<file path="src/rtl/pe_array_pkg.sv">
// rtl/pe_array_pkg.sv - shared constants, types and config helpers for the PE array drain side
package pe_array_pkg;

    localparam int DATA_WIDTH = 16;
    localparam int MAX_FILTER = 5;

    typedef enum logic [1:0] {
        IDLE  = 2'd0,
        RUN   = 2'd1,
        DRAIN = 2'd2
    } collector_state_t;

    localparam logic [15:0] FP16_ZERO     = 16'h0000;
    localparam int          FP16_SIGN_BIT = 15;

    // Out-of-range tap counts fold onto the nearest legal value (0 -> 1, >5 -> 5).
    function automatic logic [2:0] norm_filter_size(input logic [2:0] fs);
        if (fs == 3'd0) begin
            return 3'd1;
        end
        if (fs > 3'(MAX_FILTER)) begin
            return 3'(MAX_FILTER);
        end
        return fs;
    endfunction

    // A stride of 0 would never advance; treat it as 1.
    function automatic logic [2:0] norm_stride(input logic [2:0] st);
        return (st == 3'd0) ? 3'd1 : st;
    endfunction

endpackage

</file>
<file path="src/rtl/pe_array_out_collector_result_fifo.sv">
// rtl/pe_array_out_collector_result_fifo.sv - result FIFO with a last side bit and registered head
//
// Purpose: holds captured results until downstream accepts them. A push on a
// full FIFO succeeds when a pop happens in the same cycle; otherwise it is
// ignored (the caller flags the drop).
// Ports:
//   clk, reset            clock, synchronous active-high reset (empties the FIFO)
//   push, push_data/last  write request and payload
//   pop                   read request (ignored when empty)
//   head_data/head_last   registered copy of the oldest entry
//   full, empty           occupancy flags
module result_fifo #(
    parameter int DATA_WIDTH = 16,
    parameter int DEPTH      = 8
) (
    input  logic                  clk,
    input  logic                  reset,
    input  logic                  push,
    input  logic [DATA_WIDTH-1:0] push_data,
    input  logic                  push_last,
    input  logic                  pop,
    output logic [DATA_WIDTH-1:0] head_data,
    output logic                  head_last,
    output logic                  full,
    output logic                  empty
);

    localparam int AW  = $clog2(DEPTH);
    localparam int AW1 = AW + 1;

    logic [DATA_WIDTH-1:0] mem [DEPTH];
    logic [DEPTH-1:0]      mem_last;
    logic [AW-1:0]         wr_ptr;
    logic [AW-1:0]         rd_ptr;
    logic [AW-1:0]         rd_ptr_next;
    logic [AW:0]           count;
    logic                  do_push;
    logic                  do_pop;

    assign full        = (count == AW1'(DEPTH));
    assign empty       = (count == '0);
    assign do_pop      = pop && !empty;
    assign do_push     = push && (!full || do_pop);
    assign rd_ptr_next = do_pop ? rd_ptr + AW'(1) : rd_ptr;

    always_ff @(posedge clk) begin
        if (do_push) begin
            mem[wr_ptr]      <= push_data;
            mem_last[wr_ptr] <= push_last;
        end
    end

    always_ff @(posedge clk) begin
        if (reset) begin
            wr_ptr    <= '0;
            rd_ptr    <= '0;
            count     <= '0;
            head_data <= '0;
            head_last <= 1'b0;
        end else begin
            if (do_push) begin
                wr_ptr <= wr_ptr + AW'(1);
            end
            rd_ptr <= rd_ptr_next;
            case ({do_push, do_pop})
                2'b10:   count <= count + AW1'(1);
                2'b01:   count <= count - AW1'(1);
                default: count <= count;
            endcase
            // The head register tracks the entry at the next read pointer. When
            // that slot is being written this cycle the memory still holds the
            // old value, so the incoming word is forwarded instead.
            if (do_push && (wr_ptr == rd_ptr_next)) begin
                head_data <= push_data;
                head_last <= push_last;
            end else if (do_pop) begin
                head_data <= mem[rd_ptr_next];
                head_last <= mem_last[rd_ptr_next];
            end
        end
    end

endmodule

</file>
<file path="src/rtl/pe_array_out_collector.sv">
// rtl/pe_array_out_collector.sv - picks finished convolution results out of the free-running PE array output
//
// Purpose: counts A-stream samples of one row, flags the samples whose
// PE_Array_out value (PIPE_LAT cycles later) is a finished output for the
// latched filter_size/stride, and queues those values for downstream.
// Optional feature macro: COLLECTOR_RELU_EN (negative-signed values pushed as +0).
// Ports:
//   clk, reset                         clock, synchronous active-high reset
//   start                              config latch pulse, honoured only in IDLE
//   filter_size, stride, in_len        row configuration
//   a_valid                            feeder drove a sample this cycle
//   PE_Array_out                       array output
//   out_data/out_valid/out_ready/out_last  result stream
//   busy, done, overflow               status (done one-cycle, overflow sticky)
module pe_array_out_collector #(
    parameter int DATA_WIDTH = pe_array_pkg::DATA_WIDTH,
    parameter int PIPE_LAT   = 2,
    parameter int FIFO_DEPTH = 8,
    parameter int LEN_W      = 8
) (
    input  logic                  clk,
    input  logic                  reset,
    input  logic                  start,
    input  logic [2:0]            filter_size,
    input  logic [2:0]            stride,
    input  logic [LEN_W-1:0]      in_len,
    input  logic                  a_valid,
    input  logic [DATA_WIDTH-1:0] PE_Array_out,
    output logic [DATA_WIDTH-1:0] out_data,
    output logic                  out_valid,
    input  logic                  out_ready,
    output logic                  out_last,
    output logic                  busy,
    output logic                  done,
    output logic                  overflow
);

    import pe_array_pkg::*;

    localparam int DCW = $clog2(PIPE_LAT + 2);

    collector_state_t      state;
    collector_state_t      state_next;

    logic [2:0]            fs_r;
    logic [2:0]            stride_r;
    logic [2:0]            phase;
    logic [LEN_W-1:0]      in_len_r;
    logic [LEN_W-1:0]      n_out_r;
    logic [LEN_W-1:0]      idx;
    logic [LEN_W-1:0]      issued;
    logic                  skip_lat;
    logic [DCW-1:0]        drain_cnt;
    logic [PIPE_LAT-1:0]   sr_flag;
    logic [PIPE_LAT-1:0]   sr_last;

    logic [2:0]            fs_norm;
    logic [2:0]            stride_norm;
    logic                  short_row;
    logic [LEN_W-1:0]      n_out_calc;
    logic                  start_ok;
    logic                  sample;
    logic                  past_warmup;
    logic                  cap_flag;
    logic                  cap_last;
    logic                  last_sample;
    logic                  drain_exit;

    logic                  fifo_push;
    logic                  fifo_pop;
    logic                  fifo_full;
    logic                  fifo_empty;
    logic                  fifo_drop;
    logic [DATA_WIDTH-1:0] push_data;

    assign fs_norm     = norm_filter_size(filter_size);
    assign stride_norm = norm_stride(stride);
    assign short_row   = (in_len < LEN_W'(fs_norm));
    assign n_out_calc  = short_row ? '0
                       : (in_len - LEN_W'(fs_norm)) / LEN_W'(stride_norm) + LEN_W'(1);

    assign start_ok    = start && (state == IDLE);
    assign sample      = (state == RUN) && a_valid;
    assign past_warmup = (idx >= LEN_W'(fs_r) - LEN_W'(1));
    assign cap_flag    = sample && past_warmup && (phase == 3'd0) && (issued < n_out_r);
    assign cap_last    = (issued == n_out_r - LEN_W'(1));
    assign last_sample = sample && (idx == in_len_r - LEN_W'(1));

    always_ff @(posedge clk) begin
        if (reset) begin
            state <= IDLE;
        end else begin
            state <= state_next;
        end
    end

    always_comb begin
        state_next = state;
        drain_exit = 1'b0;
        case (state)
            IDLE: begin
                if (start) begin
                    state_next = short_row ? DRAIN : RUN;
                end
            end
            RUN: begin
                if (last_sample) begin
                    state_next = DRAIN;
                end
            end
            DRAIN: begin
                // Rows with no outputs have nothing in flight, so the pipeline
                // wait is skipped for them.
                if ((skip_lat || (drain_cnt >= DCW'(PIPE_LAT))) && fifo_empty) begin
                    state_next = IDLE;
                    drain_exit = 1'b1;
                end
            end
            default: state_next = IDLE;
        endcase
    end

    always_ff @(posedge clk) begin
        if (reset) begin
            fs_r      <= 3'd1;
            stride_r  <= 3'd1;
            in_len_r  <= '0;
            n_out_r   <= '0;
            skip_lat  <= 1'b0;
            idx       <= '0;
            issued    <= '0;
            phase     <= 3'd0;
            drain_cnt <= '0;
            done      <= 1'b0;
            overflow  <= 1'b0;
        end else begin
            done <= drain_exit;
            if (start_ok) begin
                fs_r      <= fs_norm;
                stride_r  <= stride_norm;
                in_len_r  <= in_len;
                n_out_r   <= n_out_calc;
                skip_lat  <= short_row;
                idx       <= '0;
                issued    <= '0;
                phase     <= 3'd0;
                drain_cnt <= '0;
                overflow  <= 1'b0;
            end else begin
                if (fifo_drop) begin
                    overflow <= 1'b1;
                end
                if (sample) begin
                    idx <= idx + LEN_W'(1);
                    // Stride phase: 0 marks an output-aligned sample, then
                    // counts down stride-1 skipped samples before the next one.
                    if (past_warmup) begin
                        phase <= (phase == 3'd0) ? stride_r - 3'd1 : phase - 3'd1;
                    end
                    if (cap_flag) begin
                        issued <= issued + LEN_W'(1);
                    end
                end
                if ((state == DRAIN) && (drain_cnt < DCW'(PIPE_LAT))) begin
                    drain_cnt <= drain_cnt + DCW'(1);
                end
            end
        end
    end

    // Delay line aligning the capture decision with the array latency; it
    // advances every clock because the array itself never stalls.
    always_ff @(posedge clk) begin
        if (reset) begin
            sr_flag <= '0;
            sr_last <= '0;
        end else begin
            sr_flag[0] <= cap_flag;
            sr_last[0] <= cap_flag && cap_last;
            for (int k = 1; k < PIPE_LAT; k++) begin
                sr_flag[k] <= sr_flag[k-1];
                sr_last[k] <= sr_last[k-1];
            end
        end
    end

`ifdef COLLECTOR_RELU_EN
    assign push_data = PE_Array_out[FP16_SIGN_BIT] ? DATA_WIDTH'(FP16_ZERO) : PE_Array_out;
`else
    assign push_data = PE_Array_out;
`endif

    assign fifo_push = sr_flag[PIPE_LAT-1];
    assign out_valid = !fifo_empty;
    assign fifo_pop  = out_valid && out_ready;
    assign fifo_drop = fifo_push && fifo_full && !fifo_pop;
    assign busy      = (state != IDLE);

    result_fifo #(
        .DATA_WIDTH (DATA_WIDTH),
        .DEPTH      (FIFO_DEPTH)
    ) u_result_fifo (
        .clk       (clk),
        .reset     (reset),
        .push      (fifo_push),
        .push_data (push_data),
        .push_last (sr_last[PIPE_LAT-1]),
        .pop       (fifo_pop),
        .head_data (out_data),
        .head_last (out_last),
        .full      (fifo_full),
        .empty     (fifo_empty)
    );

endmodule
</file>
<file path="config.mk">
export PLATFORM = sky130hd
export DESIGN_NAME = pe_array_out_collector
export DESIGN_NICKNAME = d
export VERILOG_FILES = /design/src/rtl/pe_array_pkg.sv /design/src/rtl/pe_array_out_collector_result_fifo.sv /design/src/rtl/pe_array_out_collector.sv
export SDC_FILE = /design/constraint.sdc
export NUM_CORES = 1
export LEC_CHECK = 0
export CAP_MARGIN = 20
export CELL_PAD_IN_SITES_DETAIL_PLACEMENT = 0
export CELL_PAD_IN_SITES_GLOBAL_PLACEMENT = 2
export CORE_AREA = 4 4 171 173
export DETAILED_ROUTE_END_ITERATION = 16
export DIE_AREA = 0 0 175 177
export PLACE_DENSITY_LB_ADDON = 0.05
export SKIP_LAST_GASP = 1
export SYNTH_ARGS = -nofsm -noshare
export SYNTH_HDL_FRONTEND = slang
export SYNTH_HIERARCHICAL = 1
export SYNTH_SLANG_ARGS = --single-unit
</file>
<file path="constraint.sdc">
create_clock -name clk -period 15.65 [get_ports clk]
set_input_delay 2.3475 -clock clk [delete_from_list [all_inputs] [get_ports clk]]
set_output_delay 2.3475 -clock clk [all_outputs]
set_load 0.005 [all_outputs]
</file>
=== Yosys cells after proc, flatten, opt, wreduce, memory -nomap -nowiden ===
Memories as Yosys holds them, arrays and structs flattened. A register that Yosys moved wholly into a read port is not among the register bits.
Cells that the tools add are included.

* Bitwise gates (word level): 1
* Div/mod/pow operators: 1
* Order comparisons: 9
* Add/subtract/negate cells: 14
* Muxes and demuxes: 27
* Reductions and logical operators: 34
* Eq/ne operators: 11

{| class="wikitable"
|+ Operator list
! kind !! number
|-
| $add 8x1->8 const B || 3
|-
| $mux 3 || 7
|-
| $eq 8x8->1 || 2
|-
| $logic_and 1x1->1 || 16
|-
| $sub 8x1->8 const B || 2
|-
| $mux 1 || 10
|-
| $logic_not 3->1 || 3
|-
| $bwmux 8 || 1
|-
| $div 8x3->8 || 1
|-
| $ge 8x8->1 || 1
|-
| $lt 3x4->1 const B || 2
|-
| $lt 8x3->1 || 1
|-
| $lt 8x8->1 || 1
|-
| $mux 2 || 4
|-
| $mux 8 || 1
|-
| $pmux 4 s2 || 1
|-
| $sub 8x3->8 || 1
|-
| $add 3x1->3 const B || 2
|-
| $ne 2x2->1 const B || 3
|-
| $pmux 2 s3 || 1
|-
| $reduce_bool 2->1 || 3
|-
| $sub 3x1->3 const B || 2
|-
| $add 4x1->4 const B || 1
|-
| $eq 2x1->1 const B || 2
|-
| other kinds (20) || 26
|}

* Bits in registers: 71
* RAM bits: 128
* Word-level logic and storage cells: 117
* Memories: 1

{| class="wikitable"
|+ Memory list
! memory !! depth !! bits a word !! read ports !! clocked after memory_dff !! write ports !! line !! source
|-
| u_result_fifo.mem || 8 || 16 || 1 || 1 || 1 || pe_array_out_collector_result_fifo.sv:31 || <nowiki>logic [DATA_WIDTH-1:0] mem [DEPTH];</nowiki>
|}

=== Depth between registers and ports, before layout ===
Gate-level depths: netlist (run 1).

* Depth in word-level cells: 9
* Mapped depth: 62
* Mapped depth without buffers: 60

=== Modules after synthesis ===
The synthesis (run 1) kept the hierarchy.

{| class="wikitable"
|+ Modules (own cells, without submodules)
! module !! area each (um^2) !! times used !! cells an instance
|-
| result_fifo || 6687.7 || 1 || 427
|-
| pe_array_out_collector || 4291.6 || 1 || 542
|}

=== Worst setup path after synthesis (run 1) ===
Ideal clock, no wire load.

* Path type: input to register
* Start: input filter_size[2]
* End: register n_out_r[4]
* Stages on the path: 62
* Arrival time: 13241 ps
* Setup slack: 2279 ps
* Setup time: 131 ps
* Cell sequence: inv_1 -> nand2_1 -> a21o_1 -> ha_1 -> nand3b_1 -> nand3_1 -> xor2_2 -> inv_1 -> ha_1 -> nand2_1 -> a22oi_1 -> ha_1 -> o21ai_0 -> nor2_1 -> or3_1 -> a31oi_1 -> ha_1 -> a21oi_1 -> [... 26 more ...] -> o21a_1 -> o21a_1 -> nor2_1 -> and3_1 -> clkbuf_1 -> inv_1 -> nor2_1 -> a21oi_1 -> ha_1 -> a21o_1 -> a21oi_1 -> o21ai_0 -> a21oi_1 -> o211ai_1 -> ha_1 -> nand2_1 -> xnor2_1 -> o22ai_1

* Cells in the longest elaborated chain, start to end: 9

{| class="wikitable"
|+ RTL lines
! element !! line !! source
|-
| start, declared || pe_array_out_collector.sv:24 || <nowiki>input logic [2:0] filter_size,</nowiki>
|-
| $gt 3x3->1 || pe_array_pkg.sv:21 || <nowiki>if (fs > 3'(MAX_FILTER)) begin</nowiki>
|-
| $mux 1 (2 in series) || pe_array_pkg.sv:21 ||
|-
| $mux 3 || pe_array_pkg.sv:24 || <nowiki>return fs;</nowiki>
|-
| $mux 3 (*) || pe_array_pkg.sv:21 ||
|-
| named net fs_norm[0] || pe_array_out_collector.sv:57 || <nowiki>logic [2:0] fs_norm;</nowiki>
|-
| $sub 8x3->8 || pe_array_out_collector.sv:80 || <nowiki>: (in_len - LEN_W'(fs_norm)) / LEN_W'(stride_norm) + LEN_W'(1);</nowiki>
|-
| $div 8x3->8 || pe_array_out_collector.sv:80 ||
|-
| $add 8x1->8 || pe_array_out_collector.sv:80 ||
|-
| $mux 8 (*) || pe_array_out_collector.sv:79 || <nowiki>assign n_out_calc = short_row ? '0</nowiki>
|-
| end signal, assigned || pe_array_out_collector.sv:142 || <nowiki>n_out_r <= n_out_calc;</nowiki>
|-
| end, declared || pe_array_out_collector.sv:49 || <nowiki>logic [LEN_W-1:0] n_out_r;</nowiki>
|}

The timed path passes the listed nets; every way through them passes the cells marked *. The select of a mux whose other input is x is not followed.
A chain may end at the register's enable or synchronous reset.

=== Final worst setup path (run 1) ===
Ends and elaborated chain as after synthesis.

==> qor.txt, run 1 <==
=====================================================================================
Routed wire length                                                           26.02 mm
Antenna diodes                                                                      0
Starting density of the core                                                   39.74%
Post-detail-place hpwl                                                       17.40 mm
Post-CTS Resized                                                                    0
Nets                                                                            1,118
Fill cell instance count of the final layout                                    2,596
Area of the die                                                           30,980 um^2
Leading cell types in the layout, fill and taps excluded                 edfxtp_1 (136), nor2_1 (99), nand2_1 (84)
Vias per cell                                                                   5.278
Count of boundary I/O pins                                                         56
Final critical-path required period                                          14.43 ns
Worst min path class                                                     flip-flop to flip-flop
WP data arrival                                                              14.82 ns
Fin Clk Skew                                                               0.03151 ns
Max FO, Critical Path                                                               9
First-pass iteration count of the detailed router                                   5
Drc violations                                                                      0
Routed len/inst                                                              18.27 um
Root buffer cell                                                            clkbuf_16
Outcome                                                                  finished, final reports clean
Busiest layer in global routing                                                  met2
Hold-fix buffers, CTS                                                               0
Achievable frequency                                                        69.30 MHz
Slew headroom                                                                  20.16%
Combined global-route utilization of all metal layers                          16.84%
Maximum number of pins on one net before global-route repair                       53
Cell area after placement                                                 12,000 um^2
Synth Area per Inst                                                        11.33 um^2
Initial antenna violation count                                                     1
Number of global-route vias before repair                                       7,558
Yosys top cell area share                                                      37.20%
Post-synthesis cell type with the largest combined area                      edfxtp_1
Ratio of cells with drive above 1 in the final layout                          11.76%
Net count after synthesis                                                       1,059
Proportion of synthesized chip area in sequential cells                        51.60%
Drt first-iter violations                                                         423
Ranking of synthesized cells by area                                     edfxtp_1 (37%), dfxtp_1 (14%), ha_1 (6.0%)
Maxcap violations                                                                   0
Post-synthesis cell count                                                         969
CTS buffer count                                                                   24
Number of library cell types mapped by synthesis                                   81
Synthesized flop and latch total                                                  215
CTS Buffer Depth                                                                    3
RD Place Congestion                                                            0.7725
Maximum VDD drop                                                           0.08288 mV
Power per Cell Area                                                      136.9 nW/um^2
Hold Violations, Final                                                              0
DR vias                                                                         7,516
Final Cell Area                                                           12,850 um^2
GR Layer Usage met3                                                            2.542%
Number of flops mapped to enable cells by yosys                                   136
Pleak                                                                        4.696 nW
Worst-Skew Late Latency                                                       0.53 ns
Total congestion overflow after global routing                                      0
Core box area                                                             27,630 um^2
Maximum level of the CTS H-tree                                                     1
GR Util met1                                                                   22.77%
Number of core rows                                                                61
Number of post-CTS setup repair buffers                                             0
Worst slack on hold paths                                                   0.4339 ns
Post-synthesis to final-layout area growth                                     17.08%
Die span in y                                                                  177 um
Final setup violation count                                                         0
Top_reg_cell synth                                                           edfxtp_1
Worst Min Path Start                                                       sr_last[0]
Critical path origin                                                     filter_size[2]
Global-route track usage on met2                                               29.36%
Period utilization                                                             92.21%
Global-route wire length before repair                                       41.79 mm
Reg-to-Reg Start                                                         u_result_fifo/count[0]
Synth async-reset ratio                                                            0%
I/O Buffers                                                                        55
Slew at the pin closest to its max-slew limit                                1.187 ns
Post-Synthesis Cell Area                                                  10,980 um^2
Most frequent cell on the critical path                                          ha_1
Required time of the critical path                                           16.03 ns
Synth Warn #                                                                        6
Worst Path Class, Setup                                                  primary input to flip-flop
Number of slew-limit violations in the final report                                 0
Endpoint kind of the worst setup timing path                                flip-flop
Critical-path top delay cell                                             clkdlybuf4s50_1
TritonCTS clock tree                                                            built
Total clock sinks                                                                 215
Most frequent standard cell in the layout excluding fill and tap cells       edfxtp_1
Number of antenna-violating nets in the routed design                               0
Clock-pin slew of the registers on the worst-case setup and hold paths        0.06 ns
Type of origin of the critical path                                      primary input
Width of the die                                                               175 um
Maximum single-stage delay on the critical path                               0.45 ns
=====================================================================================
[registers in the layout, summed over array words and instances (netlist names), 2 cells and up]
name / flops
drain_cnt: 2
fs_r: 3
idx: 8
in_len_r: 8
issued: 8
n_out_r: 8
phase: 3
sr_flag: 2
sr_last: 2
state: 2
stride_r: 3
u_result_fifo/count: 4
u_result_fifo/head_data: 16
u_result_fifo/mem: 128
u_result_fifo/mem_last: 8
u_result_fifo/rd_ptr: 3
u_result_fifo/wr_ptr: 3
[metrics by stage]
stage	util, %	TNS (ns)	power [W]	std cells	setup slack (ns)
floorplan	-	0	0.001056	969	2.279
global placement	43.42	0	0.001181	1380	0.8681
detailed placement	43.42	0	0.001174	1380	0.5911
CTS	46.49	0	0.001776	1424	1.106
global route	46.53	-0.04220	0.001877	1424	-0.02130
finish	46.53	0	0.001760	1424	1.219
[kinds of logic (layout without fill, tap and decap cells)]
| family | after synthesis | count (layout) | synth area share, % |
|---|---|---|---|
| AOI/OAI and AO/OA | 204 | 204 | 13.57 |
| xor gates and xnor gates | 58 | 58 | 4.866 |
| adders and majority gates | 55 | 55 | 6.405 |
| buffers and inverters | 79 | 156 | 3.065 |
| DFF | 215 | 215 | 51.60 |
| muxes | 48 | 48 | 6.906 |
| and+or+nand+nor | 310 | 310 | 13.58 |
[path summary, 6_finish.rpt]
| check | endpoint | slack (ns) | cells past startpoint |
|---|---|---|---|
| worst min-delay path | sr_last[1] | 0.43 | 1 |
| worst max-delay path | n_out_r[4] | 1.22 | 62 |
| worst min register to register | sr_last[1] | 0.43 | 1 |
| worst max register to register | u_result_fifo/head_data[0] | 11.63 | 9 |
[routing by layer]
metal / share of wire (%) / wire [um]
met2: 49 / 12630
met4: 1.2 / 313
met3: 4.2 / 1085
met1: 46 / 11970
met5: 0.050 / 13
[cells in the mapped netlist (all sizes together), types with 5 or more instances]
cell type / instances
inv: 40
a21o: 13
a31oi: 5
nand4: 12
o21a: 11
o211ai: 6
dfxtp: 79
a221o: 7
a32o: 6
ha: 53
or3: 5
and3: 5
nor3: 29
a211oi: 14
a221oi: 6
o41ai: 6
nand2: 84
nor4: 11
o21ai: 31
nor2b: 10
a21oi: 61
o22ai: 5
edfxtp: 136
and2: 6
xnor2: 30
mux4: 22
clkbuf: 25
nand2b: 18
nand3b: 5
buf: 14
xor2: 28
nor2: 103
nand3: 8
mux2i: 24
[area by class of cell]
class / instances / area [um^2] / share of cell area, %
clock buffer: 29 / 629.4 / 4.896
clock inverter: 15 / 217.7 / 1.694
inverter: 40 / 150.1 / 1.168
tap: 378 / 473.0 / 3.679
timing repair buffer: 72 / 673.1 / 5.237
sequential: 215 / 5665 / 44.07
multi-input combinational: 675 / 5046 / 39.25
[power by group]
part / total (W) / internal [W] / switching, W
clock network: 0.000596 / 0.000370 / 0.000226
registers: 0.000625 / 0.000614 / 0.0000106
logic: 0.000540 / 0.000233 / 0.000306
[critical path, delay by kind of cell]
kind            cells  cell delay, ns
fa+ha+maj          10            2.84
buf+inv             5            0.99
simple gates       18            3.45
compound gates     24            3.64
mux                 3            1.06
xor+xnor            2            0.44
Power figures use the tool's default switching activity.
==> run 2: changes to the inputs <==
- ABC_CLOCK_PERIOD_IN_PS: default -> 15650
- CORE_AREA: 4 4 171 173 -> 4 4 170 172
- DIE_AREA: 0 0 175 177 -> 0 0 174 176
- SYNTH_HIERARCHICAL: 1 -> default
==> qor.txt, run 2 <==
==========================================================================================
Total congestion overflow after global routing                                           0   unchanged
Post-synthesis to final-layout area growth                                          17.20%
Leading post-synthesis cells by instance count                                edfxtp_1 (136), nor2_1 (117), dfxtp_1 (79)
Proportion of synthesized chip area in sequential cells                             52.11%   +0.50 points
Synth Area per Inst                                                             11.40 um^2   +0.59%
Most frequent cell on the critical path                                               ha_1
Nets                                                                                 1,115   -0.27%
Type of origin of the critical path                                           primary input
WP data arrival                                                                   14.91 ns   +0.09 ns
Maximum level of the CTS H-tree                                                          1   unchanged
Area share of and/or/nand/nor cells after synthesis                                 12.52%   -1.1 points
Endpoint kind of the worst setup timing path                                     flip-flop
Ranking of synthesized cells by area                                          edfxtp_1 (38%), dfxtp_1 (15%), mux2i_1 (6.9%)
Routed wire length                                                                23.76 mm   -8.7%
Worst-Skew Late Latency                                                            0.50 ns   -0.03 ns
Register with the most flip-flops                                             u_result_fifo.mem
Worst Path Class, Setup                                                       primary input to flip-flop
Area of the die                                                                30,620 um^2   -1.1%
Drc violations                                                                           0   unchanged
Share of synthesized cell area in full adder, half adder and majority cells         6.582%   +0.18 points
Yosys top cell area share                                                           37.56%   +0.36 points
Net count after synthesis                                                            1,045   -1.3%
Hold path cells                                                                          1   unchanged
Total clock sinks                                                                      215   unchanged
Global-route wire length before repair                                            38.96 mm   -6.8%
Fin Clk Skew                                                                    0.01360 ns   -0.01791 ns
Die span in y                                                                       176 um   -0.56%
Post-Synthesis Cell Area                                                       10,870 um^2   -0.97%
I/O Buffers                                                                             55   unchanged
Max FFs per register                                                                   128   unchanged
Synth async-reset ratio                                                                 0%   unchanged
Worst Min Path Start                                                            sr_last[0]
DR vias                                                                              7,136   -5.1%
Root buffer cell                                                                 clkbuf_16
Post-synthesis cell type with the largest combined area                           edfxtp_1
XOR/XNOR Fraction of Synth Area                                                     4.764%   -0.10 points
Antenna diodes                                                                           0   unchanged
First-pass iteration count of the detailed router                                        4   -1
Worst slack on hold paths                                                        0.4330 ns   -0.0008660 ns
Leading cell types in the layout, fill and taps excluded                      edfxtp_1 (136), nor2_1 (114), dfxtp_1 (79)
Count of boundary I/O pins                                                              56   unchanged
Largest registers ranked by flip-flop count                                   u_result_fifo.mem x128, u_result_fifo.head_data x16
Reg-to-Reg Start                                                              u_result_fifo.count[0]
RD Place Congestion                                                                 0.8111   +5.0%
Hold-fix buffers, CTS                                                                    0   unchanged
Final setup violation count                                                              0   unchanged
Final critical-path required period                                               14.54 ns   +0.1128 ns
Number of core rows                                                                     61   unchanged
TritonCTS clock tree                                                                 built
R2R setup slack                                                                   11.93 ns   +0.30 ns
CTS buffer count                                                                        25   +4.2%
Pleak                                                                             4.932 nW   +5.0%
Power per Cell Area                                                           134.3 nW/um^2   -1.9%
Number of global-route vias before repair                                            7,198   -4.8%
Combined global-route utilization of all metal layers                               15.60%   -1.2 points
Clock power frac                                                                     31.8%   -2.0 points
Endpoint of the lowest-slack register-to-register path                        u_result_fifo.head_data[4]
Post-detail-place hpwl                                                            16.08 mm   -7.6%
Final Cell Area                                                                12,740 um^2   -0.87%
Drt first-iter violations                                                              351   -17%
Number of flops mapped to enable cells by yosys                                        136   unchanged
Outcome                                                                       finished, final reports clean
Slew at the pin closest to its max-slew limit                                    0.9793 ns   -0.2082 ns
Sequential fraction of design power                                                  36.5%   +1.0 points
Fill cell instance count of the final layout                                         2,569   -1.0%
Width of the die                                                                    174 um   -0.57%
Int Pwr                                                                         0.001183 W   -2.8%
Sw power                                                                       0.0005281 W   -2.6%
Number of antenna-violating nets in the routed design                                    0   unchanged
Number of library cell types mapped by synthesis                                        72   -11%
Core box area                                                                  27,480 um^2   -0.55%
Synth Area in Compound Gates                                                        10.78%   -2.8 points
CTS Buffer Depth                                                                         3   unchanged
Vias per cell                                                                        5.149   -2.5%
Initial antenna violation count                                                          0   -1
Period utilization                                                                  92.93%   +0.72 points
Starting density of the core                                                        39.57%   -0.17 points
Total negative slack for setup checks                                                 0 ns   unchanged
Max FO, Critical Path                                                                    8   -1
Slew headroom                                                                       34.36%   +14 points
Share of total power in combinational logic                                          31.8%   +1.1 points
Cell Count, Final, Fillers Out                                                       1,386   -2.7%
Critical-path top delay cell                                                  clkdlybuf4s50_1
Synthesized flop and latch total                                                       215   unchanged
Hold Violations, Final                                                                   0   unchanged
Switching share of total power                                                      30.85%   +0.037 points
Most frequent standard cell in the layout excluding fill and tap cells            edfxtp_1
Synth Warn #                                                                             0   -6
Maximum single-stage delay on the critical path                                    0.49 ns   +0.04 ns
Combinational family with the most area after synthesis                       simple AND/OR/NAND/NOR gates
Fraction of synthesized area in multiplexers                                        10.86%   +4.0 points
Maxcap violations                                                                        0   unchanged
Placed Instances                                                                     1,341   -2.8%
Maximum VDD drop                                                                0.09177 mV   +11%
RSZ-0062 raised after global routing                                                    no
Clock-pin slew of the registers on the worst-case setup and hold paths             0.06 ns   about the same
Cells on worst reg2reg path                                                             10   +1
Register cell area after layout                                                  5665 um^2   unchanged
Worst min path class                                                          flip-flop to flip-flop
Multi-input gate area in the final layout                                        5039 um^2   -0.15%
Number of slew-limit violations in the final report                                      0   unchanged
Achievable frequency                                                             68.76 MHz   -0.78%
Post-synthesis cell count                                                              954   -1.5%
Maximum number of pins on one net before global-route repair                            53   unchanged
Cell area after placement                                                      11,950 um^2   -0.44%
Required time of the critical path                                                16.01 ns   -0.02 ns
Ratio of cells with drive above 1 in the final layout                               10.29%   -1.5 points
Worst-case hold path end point                                                  sr_last[1]
Post-layout worst setup margin                                                    1.106 ns   -0.1128 ns
Pre-CTS WS                                                                      0.09292 ns   -0.4982 ns
Routed len/inst                                                                   17.14 um   -6.2%
Most frequent cell after synthesis                                                edfxtp_1
Top_reg_cell synth                                                                edfxtp_1
==========================================================================================
## run 2: cell count changes in the layout (fill, tap and decap cells not counted), moves of 9 or more
cell	before	now
mux2i_1	23	75
nor3_1	24	14
a211oi_1	13	22
nand2_1	84	59
nor2_1	99	114
## run 2: layout make-up
| class | count | area share, % |
|---|---|---|
| Tap cell | 346 | 3.397 |
| Timing Repair Buffer | 77 | 5.577 |
| Clock inverter | 11 | 0.8837 |
| Sequential cell | 215 | 44.46 |
| Inverter | 35 | 1.031 |
| Multi-Input combinational cell | 670 | 39.54 |
| Clock buffer | 32 | 5.115 |
## run 2: cell families after synthesis
family	count (synthesis)
and+or+nand+nor	285
AOI/OAI and AO/OA	176
buffers and inverters	69
muxes	96
DFF	215
adders and majority gates	56
xor gates and xnor gates	57
## run 2: what timing repair did
item | 4_1_cts | 5_1_grt
buffers inserted | 0 | 2
endpoints found under the setup margin | 0 | 8
gates resized for setup | 0 | 4
## run 2: worst max path at each step
stage,slack [ns],from,cells past startpoint,end
after floorplan,1.84,filter_size[2],57,n_out_r[4]
final,1.11,filter_size[2],58,n_out_r[4]
after CTS,0.59,filter_size[2],58,n_out_r[4]
after global placement,0.34,filter_size[2],57,n_out_r[4]
after detailed placement,0.09,filter_size[2],58,n_out_r[4]
after global routing,0.01,filter_size[2],58,n_out_r[4]
## run 2: metrics by stage
stage	util, %	power, W
after floorplan	-	0.001046
after global placement	43.47	0.001172
after detailed placement	43.47	0.001164
after CTS	46.26	0.001717
after global routing	46.38	0.001827
final	46.38	0.001712
## run 2: power by group through the flow
| stage | clock (W) | combinational, W | sequential, W |
|---|---|---|---|
| 6_report | 0.000544 | 0.000544 | 0.000624 |
| 5_1_grt | 0.000589 | 0.000612 | 0.000626 |
| 4_1_cts | 0.000561 | 0.000531 | 0.000624 |
| 3_5_place_dp | 0 | 0.000527 | 0.000636 |
| 3_3_place_gp | 0 | 0.000535 | 0.000636 |
| 2_1_floorplan | 0 | 0.000412 | 0.000634 |
## run 2: worst max-delay path, delay by kind of cell
kind | cells | cell delay, ns
xor+xnor | 1 | 0.14
fa+ha+maj | 10 | 2.97
buf+inv | 3 | 0.62
mux | 2 | 0.71
compound gates | 23 | 4.63
simple gates | 19 | 3.49
## run 2: routing by layer
metal	track usage [%]	wire length [um]	share of wire (%)
met1	19.91	10540	44
met5	0	0	0
met4	3.464	427	1.8
met3	2.334	816	3.4
met2	28.21	11970	50
==> run 3: changes to the inputs <==
- SLEW_MARGIN: default -> 25
==> results of run 3 <==
Same layout as run 2: the final DEF is identical, and so are final timing and power.
